[src/rtl/rv32i_types.sv]
// Shared core types: CDB broadcast record, functional-unit ids and a
// round-robin index helper used by the CDB arbiter.
package rv32i_types;

  localparam int XLEN       = 32;
  localparam int ROB_IDX_W  = 6;
  localparam int PREG_W     = 6;
  localparam int AREG_W     = 5;
  localparam int NUM_CDB_FU = 4;

  // 82-bit result record carried on the common data bus.
  typedef struct packed {
    logic [ROB_IDX_W-1:0] rob_idx;
    logic [PREG_W-1:0]    pd_s;
    logic [AREG_W-1:0]    rd_s;
    logic [XLEN-1:0]      rd_v;
    logic                 valid;
    logic [31:0]          inst;
  } cdb_t;

  typedef enum logic [1:0] {
    FU_ALU = 2'd0,
    FU_MUL = 2'd1,
    FU_DIV = 2'd2,
    FU_LSU = 2'd3
  } fu_id_t;

  // (base + off) wrapped into [0, n); base < n and off < n.
  function automatic int rr_wrap(input int base, input int off, input int n);
    int s;
    s = base + off;
    return (s >= n) ? s - n : s;
  endfunction

endpackage

[src/rtl/cdb_rr_pick.sv]
// Purely combinational round-robin picker: first requester at or after ptr_i,
// wrapping from the top index back to 0.
module cdb_rr_pick
  import rv32i_types::*;
#(
  parameter  int NUM_FU = NUM_CDB_FU,
  localparam int IDX_W  = $clog2(NUM_FU)
) (
  input  logic [NUM_FU-1:0] req_i,
  input  logic [IDX_W-1:0]  ptr_i,
  output logic [NUM_FU-1:0] win_o,
  output logic [IDX_W-1:0]  win_idx_o,
  output logic              any_o
);

  // NOTE: every output gets a default before the search so no path leaves
  // a variable unassigned, which would infer a latch.
  always_comb begin
    win_o     = '0;
    win_idx_o = '0;
    any_o     = 1'b0;
    for (int off = 0; off < NUM_FU; off++) begin
      if (!any_o && req_i[rr_wrap(int'(ptr_i), off, NUM_FU)]) begin
        win_o[rr_wrap(int'(ptr_i), off, NUM_FU)] = 1'b1;
        win_idx_o = IDX_W'(rr_wrap(int'(ptr_i), off, NUM_FU));
        any_o     = 1'b1;
      end
    end
  end

endmodule

[src/rtl/cdb_arbiter.sv]
// CDB arbiter: one holding slot per FU, round-robin grant, registered broadcast.
// Optional CDB_ARB_PERF_EN adds per-FU stall counters and a broadcast counter.
module cdb_arbiter
  import rv32i_types::*;
#(
  parameter  int NUM_FU   = NUM_CDB_FU,
  localparam int FU_IDX_W = $clog2(NUM_FU)
) (
  input  logic                    clk,
  input  logic                    rst,
  input  logic                    flush,
  input  cdb_t [NUM_FU-1:0]       fu_result,
  output logic [NUM_FU-1:0]       fu_ready,
  output cdb_t                    cdb_out,
  output logic [FU_IDX_W-1:0]     grant_idx
`ifdef CDB_ARB_PERF_EN
  ,
  output logic [NUM_FU-1:0][31:0] perf_stall_cnt,
  output logic [31:0]             perf_bcast_cnt
`endif
);

  logic [NUM_FU-1:0]   hold_v_q, hold_v_d;
  cdb_t [NUM_FU-1:0]   hold_data_q, hold_data_d;
  logic [FU_IDX_W-1:0] rr_ptr_q, rr_ptr_d;
  cdb_t                cdb_q, cdb_d;
  logic [FU_IDX_W-1:0] grant_q, grant_d;

  logic [NUM_FU-1:0]   win;
  logic [FU_IDX_W-1:0] win_idx;
  logic                any_win;
  logic [NUM_FU-1:0]   accept;

  cdb_rr_pick #(.NUM_FU(NUM_FU)) u_pick (
    .req_i     (hold_v_q),
    .ptr_i     (rr_ptr_q),
    .win_o     (win),
    .win_idx_o (win_idx),
    .any_o     (any_win)
  );

  // A slot draining this cycle can refill in the same cycle.
  assign fu_ready = ~hold_v_q | win;

  always_comb begin
    for (int i = 0; i < NUM_FU; i++) begin
      accept[i] = fu_result[i].valid && fu_ready[i];
    end
  end

  always_comb begin
    hold_v_d    = hold_v_q;
    hold_data_d = hold_data_q;
    rr_ptr_d    = rr_ptr_q;
    cdb_d       = cdb_q;
    cdb_d.valid = 1'b0;
    grant_d     = grant_q;
    if (flush) begin
      hold_v_d = '0;
    end else begin
      if (any_win) begin
        cdb_d    = hold_data_q[win_idx];
        grant_d  = win_idx;
        rr_ptr_d = (int'(win_idx) == NUM_FU - 1) ? '0 : win_idx + 1'b1;
      end
      hold_v_d = (hold_v_q & ~win) | accept;
      for (int i = 0; i < NUM_FU; i++) begin
        if (accept[i]) begin
          hold_data_d[i]       = fu_result[i];
          hold_data_d[i].valid = 1'b1;
        end
      end
    end
  end

  // NOTE: state registers use non-blocking assignment so every flop samples
  // the pre-edge values regardless of process evaluation order.
  always_ff @(posedge clk) begin
    if (!rst) begin
      hold_v_q    <= '0;
      // NOTE: the slot payloads are cleared too so a fresh reset leaves no
      // stale result data anywhere in the block.
      hold_data_q <= '0;
      rr_ptr_q    <= '0;
      cdb_q       <= '0;
      grant_q     <= '0;
    end else begin
      hold_v_q    <= hold_v_d;
      hold_data_q <= hold_data_d;
      rr_ptr_q    <= rr_ptr_d;
      cdb_q       <= cdb_d;
      grant_q     <= grant_d;
    end
  end

  assign cdb_out   = cdb_q;
  assign grant_idx = grant_q;

`ifdef CDB_ARB_PERF_EN
  logic [NUM_FU-1:0][31:0] stall_cnt_q;
  logic [31:0]             bcast_cnt_q;

  // Counters saturate and survive flush; only reset clears them.
  always_ff @(posedge clk) begin
    if (!rst) begin
      stall_cnt_q <= '0;
      bcast_cnt_q <= '0;
    end else begin
      for (int i = 0; i < NUM_FU; i++) begin
        if (hold_v_q[i] && !win[i] && !flush && (stall_cnt_q[i] != '1)) begin
          stall_cnt_q[i] <= stall_cnt_q[i] + 32'd1;
        end
      end
      if (any_win && !flush && (bcast_cnt_q != '1)) begin
        bcast_cnt_q <= bcast_cnt_q + 32'd1;
      end
    end
  end

  assign perf_stall_cnt = stall_cnt_q;
  assign perf_bcast_cnt = bcast_cnt_q;
`endif

endmodule

[config.mk]
export PLATFORM = sky130hd
export DESIGN_NAME = cdb_arbiter
export DESIGN_NICKNAME = d
export VERILOG_FILES = /design/src/rtl/rv32i_types.sv /design/src/rtl/cdb_rr_pick.sv /design/src/rtl/cdb_arbiter.sv
export SDC_FILE = /design/constraint.sdc
export NUM_CORES = 1
export LEC_CHECK = 0
export ABC_AREA = 1
export BUFFER_PORTS_ARGS = -buffer_cell sky130_fd_sc_hd__buf_2
export CAP_MARGIN = 20
export CORE_MARGIN = 10
export CORE_UTILIZATION = 27
export DETAILED_ROUTE_END_ITERATION = 8
export PLACE_DENSITY = 0.52
export REMOVE_ABC_BUFFERS = 1
export SETUP_SLACK_MARGIN = 0.15
export SYNTH_ARGS = -nofsm -noshare
export SYNTH_HDL_FRONTEND = slang
export SYNTH_SLANG_ARGS = --single-unit
[constraint.sdc]
create_clock -name clk -period 4.4 [get_ports clk]
set_clock_uncertainty 0.05 [all_clocks]
set_input_delay 1.32 -clock clk [delete_from_list [all_inputs] [get_ports clk]]
set_output_delay 1.32 -clock clk [all_outputs]
set_load 0.01 [all_outputs]
==> summary.md <==
| Metric | Value |
|---|---|
| VDD IR max | 1.02 mV |
| IO Port Bufs | 418 |
| Switch share | 47.6% |
| Register area share after synthesis | 36.4% |
| Pwr/cell area | 703 nW/µm² |
| Synth top area cells | dfxtp_1 36%, nand3_1 13%, nand2_1 13% |
| Post-synth cell types | 23 |
| Fmax | 0.246 GHz |
| # hold bufs at CTS | 0 |
| Rel. slew slack | 8.10% |
| # rows | 106 |
| Clk Latency, worst-skew pair | 0.59 ns |
| Startpoint types | flop |
| Mean number of vias per cell | 4.64 |
| CTS tree | built |
| Routed vias | 23600 |
| CTS max path bufs | 3 |
| Post-synthesis cell area | 23000 µm² |
| Logic gate share of total power | 52.8% |
| FF+latch count, synth | 418 |
| CTS root buffer | clkbuf_16 |
| Grt total ovfl | 0 |
| Worst Hold Class | flop to flop |
| # clock sinks | 418 |
| CP max FO | 8 |
| Met3 Usage GRT | 2.87% |
| Final net count | 4258 |
| Remaining antenna violation count after routing | 0 |
| Die area | 97200 µm² |
| First-pass GRT wire length | 136000 µm |
| Hold Vio Cnt, Final | 0 |
| 1st-pass router iterations | 5 |
| CTS Buf Count | 52 |
| Fillers | 9492 |
| Number of global-route vias before repair | 22900 |
| CP arrival | 2.69 ns |
| Final wirelength | 88600 µm |
| Multi-input logic area | 10200 µm² |
| Ys Warns | 0 |
| Top cell type by total area after synthesis | dfxtp_1 |
| GPL Wtd Cong | 0.785 |
| Post-Synthesis Cells | 3683 |
| Clk slew on worst S/H paths | 0.06 ns |
| Setup violations, final | 0 |
| Top-area cell type share of the netlist area | 36.4% |
| Die H | 312 µm |
| Die Wd | 312 µm |
| N_diodes | 0 |
| Share of cells above drive strength 1 | 14.6% |
| CP endpoint kind | output pin |
| Met1 track demand over resource | 22.9% |
| CTS H-tree lvls | 2 |
| Worst-margin pin slew | 1.38 ns |
| Part of the cycle the worst path needs | 92.4% |
| Sw Pwr | 9.17 mW |
| CP Class | flop to output pin |
| Leakage | 14.5 nW |
| Clock group share of total power | 22.8% |
| Max Cap Violations | 0 |
| Status | finished, final reports clean |
| Met2 usage | 29.4% |
| Power Internal | 10.1 mW |
| HPWL Detailed | 52000 µm |
| I/O pin cnt | 419 |
| RSZ-0062 raised after global routing | no |
| Pin count of the biggest net entering global routing | 165 |
| Max Slew Vio Count | 0 |
| GR peak layer | met2 |
| DR DRC count | 0 |
| Final Hold Slack | 0.407 ns |
| Antenna violations before repair | 4 |
| Post-Route Utilization | 32.6% |
| Worst endpoint required time | 3.03 ns |
| Initial Util | 27.4% |
| Sequential share of power | 24.4% |
| Gr usage total | 17.5% |
| Area Growth Syn to Fin | 19.2% |
| Routed WL per cell | 17.4 µm |
| Core Footprint | 84000 µm² |
| Post-layout min period | 4.06 ns |
| 1st-iter DRT viols | 1520 |
| Syn_area_per_cell | 6.24 µm² |
| Register area | 8380 µm² |
[state kept, by name, summed over array words and instances (netlist names)]
name and count:
grant_idx 2, hold_data_q 328, cdb_out 82, rr_ptr_q 2, hold_v_q 4
[placed cells by master, fill, tap and decap left out, types with 12 or more instances in the layout]
cell       instances
nand2_1          766
inv_1            750
nand3_1          580
dfxtp_1          416
buf_2            416
nor2_1           338
a21oi_1          336
nand4_1          163
clkbuf_16         53
buf_4             31
buf_12            27
clkbuf_8          12
clkbuf_1          12
[stage by stage]
stage	worst slack [ns]	cell area, µm²	power, mW	TNS [ns]	instances
2_1_floorplan	-4.79	21200	10.7	-1198.52	3390
3_3_place_gp	0.456	25500	14.9	0	4990
3_5_place_dp	0.383	25500	14.9	0	4990
4_1_cts	0.178	27300	19.4	0	5085
5_1_grt	0.202	27400	20.8	0	5089
6_report	0.335	27400	19.2	0	5089
[critical path, stage by stage (launching register included)]
cell and delay (ns):
dfxtp_4 0.41, clkinvlp_4 0.18, ha_4 0.34, inv_1 0.07, nand2_1 0.07, nand2_1 0.10
nor2_4 0.23, nand3b_4 0.18, o211ai_4 0.25, buf_12 0.15, buf_2 0.13
[synthesized netlist by cell type, drive strengths merged]
cell,instances
dfxtp,418
a31oi,1
a211oi,1
buf,154
nand4,163
nand3,582
nor2,343
nand3b,1
o211ai,5
inv,754
clkbuf,139
a21oi,336
ha,8
o21ai,6
nand2,772
[area by class of cell]
type,count,share of cell area [%]
multi-input combinational,2218,37.1
timing repair buffer,475,10.5
tap,1134,5.18
sequential,418,30.6
clock buffer,77,5.61
clock inverter,13,0.640
inverter,754,10.4
[power groups by stage]
stage / sequential, mW / combinational, mW / clock [mW]
floorplan: 4.79 / 5.90 / 0
global placement: 4.76 / 10.1 / 0
detailed placement: 4.76 / 10.2 / 0
CTS: 4.69 / 10.2 / 4.53
global route: 4.74 / 11.4 / 4.66
finish: 4.69 / 10.2 / 4.40
[logic make-up after synthesis]
logic type / after synthesis / share of synthesized area, %
buffers and inverters: 1047 / 19.9
adder cells (fa/ha/maj): 8 / 0.436
AO/OA/AOI/OAI: 349 / 7.76
flip-flops: 418 / 36.4
AND/OR/NAND/NOR: 1861 / 35.5
[per-layer routing]
layer	up-vias	part of all wire [%]
met3	117	5.4
met4	2	2.2
met5	-	0.015
met1	11000	46
met2	620	46
li1	11900	-
[path summary, 6_finish.rpt]
path,depth (start not counted),to,from,slack [ns]
worst min-delay path,2,hold_data_q[196]$_SDFFE_PN0P_,hold_data_q[196]$_SDFFE_PN0P_,0.41
worst max-delay path,10,fu_ready[0],rr_ptr_q[1]$_SDFFE_PN0P_,0.34
worst max register to register,14,hold_data_q[211]$_SDFFE_PN0P_,rr_ptr_q[1]$_SDFFE_PN0P_,1.09
worst min register to register,2,hold_data_q[196]$_SDFFE_PN0P_,hold_data_q[196]$_SDFFE_PN0P_,0.41
[what timing repair did]
item / 4_1_cts / 5_1_grt
resized for setup: 4 / 4
endpoints found under the setup margin: 4 / 4
pin swaps: 3 / 2
buffers inserted: 5 / 4
Power figures use the tool's default switching activity.
